<file path="config.mk">
export PLATFORM = sky130hd
export DESIGN_NAME = mod_inverse
export DESIGN_NICKNAME = d
export VERILOG_FILES = /design/src/rtl/mod_inverse_pkg.sv /design/src/rtl/mod_inverse_half_sub.sv /design/src/rtl/mod_inverse.sv
export SDC_FILE = /design/constraint.sdc
export NUM_CORES = 1
export LEC_CHECK = 0
export CELL_PAD_IN_SITES_DETAIL_PLACEMENT = 0
export CELL_PAD_IN_SITES_GLOBAL_PLACEMENT = 1
export CORE_MARGIN = 2
export CORE_UTILIZATION = 52
export DETAILED_ROUTE_END_ITERATION = 7
export PLACE_DENSITY_LB_ADDON = 0.05
export SLEW_MARGIN = 10
export SYNTH_ARGS = -nofsm -noshare
export SYNTH_HDL_FRONTEND = slang
export SYNTH_HIERARCHICAL = 1
export SYNTH_SLANG_ARGS = --single-unit
export TNS_END_PERCENT = 30
</file>
<file path="constraint.sdc">
create_clock -name clk -period 16.1 [get_ports clk]
set_input_delay 4.025 -clock clk [delete_from_list [all_inputs] [get_ports clk]]
set_output_delay 4.025 -clock clk [all_outputs]
set_load 0.02 [all_outputs]
</file>
<file path="src/rtl/mod_inverse_pkg.sv">
// mod_inverse_pkg: shared defaults, state encodings and loop bound for mod_inverse.
package mod_inverse_pkg;
   localparam int DEF_WIDTH = 32;
   localparam logic [31:0] DEF_MOD = 32'd998244353;
   localparam logic [31:0] DEF_R2MOD = 32'd932051910;
   localparam logic [31:0] DEF_NPRIME = 32'd998244351;
   localparam int LOOP_BOUND = 4 * DEF_WIDTH;
   localparam logic [2:0] S_IDLE = 3'd0;
   localparam logic [2:0] S_REDUCE = 3'd1;
   localparam logic [2:0] S_LOOP = 3'd2;
   localparam logic [2:0] S_CONV = 3'd3;
   localparam logic [2:0] S_FINISH = 3'd4;
   typedef enum logic [2:0] {
      IDLE = S_IDLE,
      REDUCE = S_REDUCE,
      LOOP = S_LOOP,
      CONV = S_CONV,
      FINISH = S_FINISH
   } state_t;
endpackage

</file>
<file path="src/rtl/mod_inverse_half_sub.sv">
// mod_half_sub: combinational modular halving of x, or (x-y) mod MOD, for x,y in [0, MOD-1].
module mod_half_sub #(
   parameter int WIDTH = 32,
   parameter logic [WIDTH-1:0] MOD = WIDTH'(998244353)
) (
   input  logic [WIDTH-1:0] i_x,
   input  logic [WIDTH-1:0] i_y,
   input  logic             i_half,
   output logic [WIDTH-1:0] o_z
);
   logic [WIDTH:0] w_xm;
   logic [WIDTH-1:0] w_half, w_sub;
   // x+MOD needs the extra bit only for the halving path
   assign w_xm = {1'b0, i_x} + {1'b0, MOD};
   assign w_half = i_x[0] ? w_xm[WIDTH:1] : (i_x >> 1);
   assign w_sub = (i_x >= i_y) ? i_x - i_y : w_xm[WIDTH-1:0] - i_y;
   assign o_z = i_half ? w_half : w_sub;
endmodule

</file>
<file path="src/rtl/mod_inverse.sv">
// mod_inverse: a^-1 mod MOD by binary extended Euclid, one step per cycle.
// Define MODINV_MONT_OUT_EN to add a CONV state that returns the result in Montgomery form.
module mod_inverse
   import mod_inverse_pkg::*;
#(
   parameter int WIDTH = DEF_WIDTH,
   parameter logic [WIDTH-1:0] MOD = WIDTH'(DEF_MOD)
`ifdef MODINV_MONT_OUT_EN
   , parameter logic [WIDTH-1:0] R2MOD = WIDTH'(DEF_R2MOD),
   parameter logic [WIDTH-1:0] NPRIME = WIDTH'(DEF_NPRIME)
`endif
) (
   input  logic             clk,
   input  logic             rst,
   input  logic             start,
   input  logic [WIDTH-1:0] a,
   output logic             busy,
   output logic             done,
   output logic             err,
   output logic [WIDTH-1:0] result
);
   state_t r_state;
   logic [WIDTH-1:0] r_u, r_v, r_x1, r_x2;
   logic [WIDTH-1:0] w_x1n, w_x2n;
   logic w_u_one, w_v_one;

   assign w_u_one = (r_u == WIDTH'(1));
   assign w_v_one = (r_v == WIDTH'(1));

   mod_half_sub #(.WIDTH(WIDTH), .MOD(MOD)) u_x1 (
      .i_x(r_x1), .i_y(r_x2), .i_half(~r_u[0]), .o_z(w_x1n)
   );
   mod_half_sub #(.WIDTH(WIDTH), .MOD(MOD)) u_x2 (
      .i_x(r_x2), .i_y(r_x1), .i_half(~r_v[0]), .o_z(w_x2n)
   );

`ifdef MODINV_MONT_OUT_EN
   logic [WIDTH-1:0] w_mont;
   mont_redc #(.WIDTH(WIDTH), .MOD(MOD), .NPRIME(NPRIME)) u_redc (
      .a(r_x1), .b(R2MOD), .result(w_mont)
   );
`endif

   always_ff @(posedge clk or posedge rst) begin
      if (rst) begin
         r_state <= IDLE;
         r_u <= '0;
         r_v <= '0;
         r_x1 <= '0;
         r_x2 <= '0;
         busy <= 1'b0;
         done <= 1'b0;
         err <= 1'b0;
         result <= '0;
      end else begin
         case (r_state)
            IDLE: begin
               done <= 1'b0;
               if (start) begin
                  r_u <= a;
                  r_v <= MOD;
                  r_x1 <= WIDTH'(1);
                  r_x2 <= '0;
                  err <= 1'b0;
                  busy <= 1'b1;
                  r_state <= REDUCE;
               end
            end
            REDUCE: begin
               if (r_u >= MOD) r_u <= r_u - MOD;
               else if (r_u == '0) begin
                  err <= 1'b1;
                  result <= '0;
                  done <= 1'b1;
                  busy <= 1'b0;
                  r_state <= FINISH;
               end else r_state <= LOOP;
            end
            LOOP: begin
               if (w_u_one || w_v_one) begin
`ifdef MODINV_MONT_OUT_EN
                  r_x1 <= w_u_one ? r_x1 : r_x2;
                  r_state <= CONV;
`else
                  result <= w_u_one ? r_x1 : r_x2;
                  done <= 1'b1;
                  busy <= 1'b0;
                  r_state <= FINISH;
`endif
               end else if (!r_u[0]) begin
                  r_u <= r_u >> 1;
                  r_x1 <= w_x1n;
               end else if (!r_v[0]) begin
                  r_v <= r_v >> 1;
                  r_x2 <= w_x2n;
               end else if (r_u >= r_v) begin
                  r_u <= r_u - r_v;
                  r_x1 <= w_x1n;
               end else begin
                  r_v <= r_v - r_u;
                  r_x2 <= w_x2n;
               end
            end
`ifdef MODINV_MONT_OUT_EN
            CONV: begin
               result <= w_mont;
               done <= 1'b1;
               busy <= 1'b0;
               r_state <= FINISH;
            end
`endif
            FINISH: begin
               if (!start) begin
                  done <= 1'b0;
                  r_state <= IDLE;
               end
            end
            default: r_state <= IDLE;
         endcase
      end
   end
endmodule
</file>
# == Word level (Yosys, flattened, before mapping) ==
# Cells that the tools add are included.
# op_classes
addsub,9
n_lt_le_gt_ge,4
eq_ne,16
muxes,54
reduce_logical,18
# ops
cell,count
32-bit 2-to-1 mux,31
32-bit case mux with 2 select lines,4
32-bit subtractor,6
32-bit >= comparator,3
32-bit case mux with 3 select lines,1
32-bit by 30-bit adder with 33-bit output (second input constant),2
32-bit by 1-bit equality test with 1-bit output (second input constant),2
32-bit by 30-bit >= comparator with 1-bit output (second input constant),1
32-bit zero test,1
32-bit by 30-bit subtractor with 32-bit output (second input constant),1
4-bit AND reduction,5
5-bit AND reduction,4
2-bit != test (second input constant),8
3-bit 2-to-1 mux,5
3-bit case mux with 4 select lines,1
1-bit 2-to-1 mux,9
3-bit != test (second input constant),3
6-bit AND reduction,1
2-bit nonzero test,3
1-bit case mux with 4 select lines,1
4-bit nonzero test,1
3-bit by 1-bit equality test with 1-bit output (second input constant),1
3-bit by 2-bit equality test with 1-bit output (second input constant),1
3-bit equality test (second input constant),1
5 further kinds,5
# word_totals
ff_bits,166
in_bits,35
wordCells,112

# == Logic depth before layout (Yosys ltp) ==
# depth
depth_word,9
mapped_depth,19
mapped_depth_nobuf,18

# == Hierarchy ==
# Netlist, hierarchy kept.
# by_module_without_submodules
module,instances,cells_each,area_per_inst_um2,seq_area_each_um2
mod_inverse,1,1372,11702.5,4154.0
mod_half_sub,2,756,5034.8,0.0

# == Least setup slack after synthesis ==
# Ideal clock, no wire load.
# synth_timing
path_kind,input-to-reg
start,input port start
end,register r_u[23]
setup_time_ns,0.142
arrival_time_ns,5.235
t_required_ns,15.958
slack_ns,10.722
stages,8
path_buffers,2
cell_sequence,nand3b_1 > o21a_1 > a21boi_2 > a221o_1 > buf_4 > buf_4 > o21ai_0 > o221ai_1
# synth_between
elab_chain_len,2
# synth_rtl
element,line_no,text
from (decl),mod_inverse.sv:15,"input logic start,"
2-bit != test (no line),n/a,
6-bit AND reduction (no line),n/a,
to (signal assigned),mod_inverse.sv:70,if (r_u >= MOD) r_u <= r_u - MOD;
to (signal assigned),mod_inverse.sv:91,r_u <= r_u >> 1;
to (signal assigned),mod_inverse.sv:97,r_u <= r_u - r_v;
to (decl),mod_inverse.sv:23,"logic [WIDTH-1:0] r_u, r_v, r_x1, r_x2;"
# No other way between the ends.
# A chain may end at the register's enable or synchronous reset.

# == Final worst setup path ==
# layout_timing
start,input port start
end,register r_v[27]
# layout_between
elab_chain_len,2
# layout_rtl
element,line_no,text
2-bit != test (no line),n/a,
5-bit AND reduction (no line),n/a,
to (signal assigned),mod_inverse.sv:94,r_v <= r_v >> 1;
to (signal assigned),mod_inverse.sv:100,r_v <= r_v - r_u;
to (decl),mod_inverse.sv:23,
# No other way between the ends.

==> impl_metrics.ini <==
[placed_design]
post-dp-hpwl_mm = 59.35
gp_congestion = 0.9828
portBuffers = 69

[synth]
ys_ff_latch = 166
synth_top_cell_by_area = dfrtp_1
synth_seq_area_share_pct = 19.08
avgSynthCellArea_um2 = 7.549
synthTopCellsByArea = dfrtp_1 19%, ha_1 11%, a21oi_1 6.0%
synth_cell_types = 92
synth-edff-count = 0
synthArstFlopShare_pct = 100.0
synthCells = 2884
synth_area_um2 = 21770
synth_top_area_share_pct = 19.08
yosys_warnings = 6
ys.flop_type = dfrtp_1
syn_nets = 3119

[clocking]
cts_tree = yes
cts_root_buf = clkbuf_16
cts-hold-fix-buffers = 0
cts_made_buffers = 17
clk_path_buf_depth = 2
cts-resized-gates = 0
cts_max_level = 4
clk_latency_ns = 0.46
cts.clk_slew.worst_paths_ns = 0.07
cts_sinks = 166
postCtsSetupRepairBufs = 0

[grt]
grt_pass1_wl_mm = 117.6
grt_overflow_total = 0
grt_max_degree = 86
grt_pass1_vias = 20295
antenna_found_initial = 1
grt_use_total_pct = 34.09

[timing]
post-route-period-util_pct = 38.00
final_hold_viol_count = 0
layout_min_cycle_time_ns = 6.118
fmax_mhz = 163.5
relSlewSlack_pct = 12.38
rsz0062_at_grt = no
timing.setup.tns_ns = 0
tightest_slew_ns = 1.313
clock_skew_ns = 0.01409
setup_viol_count_final = 0
slew_violations = 0

[floorplanning]
ios = 70
rows = 74
die_y_um = 208.6
core-area_um2 = 41110
start_util_pct = 52.96
die-area_um2 = 43520
die_x_um = 208.6

[routing]
drt_first_pass_iters = 6
first_iter_violations = 2854
ant_nets = 0
num_vias = 22295
viasPerCell = 6.581
drc = 0
drt_wl_total_mm = 75.65
routedWlPerCell_um = 22.33

[layout]
nets = 3078
nFillCells = 3924
syn_to_final_growth_pct = 6.764
drive_gt1_share_pct = 4.447
antenna_cells = 0

[worst_setup_path]
crit_type = input pin to flop
arrival_ns = 6.46
cp_common_cell = o21a_1
crit_required_ns = 16.44
cpMaxStageDelayCell = o21a_1
start_kind = input pin
critPathTopFamily = compound AO/OA/AOI/OAI gates
path_max_fanout = 18
crit_chain = clkdlybuf4s50_1 -> nand3b_1 -> o21a_1 -> nor2_1 -> o21a_1 -> mux2_2
slowest_delay_ns = 0.72
worstSetupEndpointType = flop
critPathBufInv = 1

[min_path]
hp-class = flop to flop

[status]
status = complete, no violations

[job]
cap_violations = 0
worst min-delay path: stages, from the launching register on:
cell	delay [ns]
dfrtp_1	0.34
nand2_1	0.05
o31ai_1	0.05
synthesized netlist by cell type (all sizes together) (51+ instances only):
master / count
o21ai: 217
xor2: 113
nor3: 55
xnor2: 140
nand3: 57
clkbuf: 98
buf: 51
ha: 194
nand2: 286
a21oi: 260
nor2: 196
o31ai: 58
nand4: 56
a21o: 68
inv: 185
dfrtp: 166
worst paths after layout:
check	startpoint	end	slack, ns	cells after the start
setup reg to reg	r_x1[1]	r_x1[30]	10.80	18
max in group asynchronous	rst	r_x1[31]	10.41	3
hold / removal	result[0]	result[0]	0.47	2
min in group asynchronous	rst	r_u[1]	4.11	2
hold reg to reg	result[0]	result[0]	0.47	2
setup / recovery	start	r_v[27]	9.98	6
layout by cell type, fill, tap and decap left out, types with 57 or more instances in the layout:
cell type / count
nand2_1: 285
o31ai_1: 58
dfrtp_1: 166
clkdlybuf4s50_1: 69
inv_1: 183
nand3_1: 57
ha_1: 194
a21oi_1: 259
xnor2_1: 138
o21ai_0: 204
xor2_1: 113
nor2_1: 193
a21o_1: 68
area by class of cell:
cell class / count / area [um2] / area share, %
timing repair buffer: 93 / 883.3 / 3.800
clock buffer: 19 / 452.9 / 1.949
tap: 532 / 665.6 / 2.864
clock inverter: 13 / 145.1 / 0.6244
inverter: 188 / 710.7 / 3.057
multi-input combinational: 2377 / 16230 / 69.84
sequential: 166 / 4154 / 17.87
per-layer routing:
metal	global-route usage (%)	vias to the layer above	wire, um
met5	0	-	12
met4	6.256	2	1035
met3	7.589	64	8033
met2	46.44	1023	29620
met1	54.17	10667	36940
li1	-	10539	-
cell families after synthesis:
logic type	count (synthesis)	synth area share (%)
and+or+nand+nor	851	19.14
buffers and inverters	341	6.638
xor gates and xnor gates	253	10.25
DFF	166	19.08
AOI/OAI and AO/OA	1022	30.78
muxes	51	2.414
adders and majority gates	200	11.70
state kept, by name, indices dropped and copies added, names as in the netlist:
signal	cells
busy	1
r_state	3
r_u	32
r_x2	32
r_x1	32
done	1
result	32
err	1
r_v	32
through the flow:
stage	worst slack [ns]	hold WS (ns)	instances	cell area, um2	utilization, %
floorplan	7.585	0.4950	2884	21770	-
global placement	9.690	0.4632	3355	22630	55.04
global route	9.855	0.4884	3388	23240	56.54
detailed placement	9.590	0.4657	3355	22630	55.04
finish	9.982	0.4742	3388	23240	56.54
CTS	10.01	0.4802	3387	23220	56.50
Power is left out: the tool's default activity adds up to more than one toggle a clock period on the data nets, which glitch-free logic cannot reach.
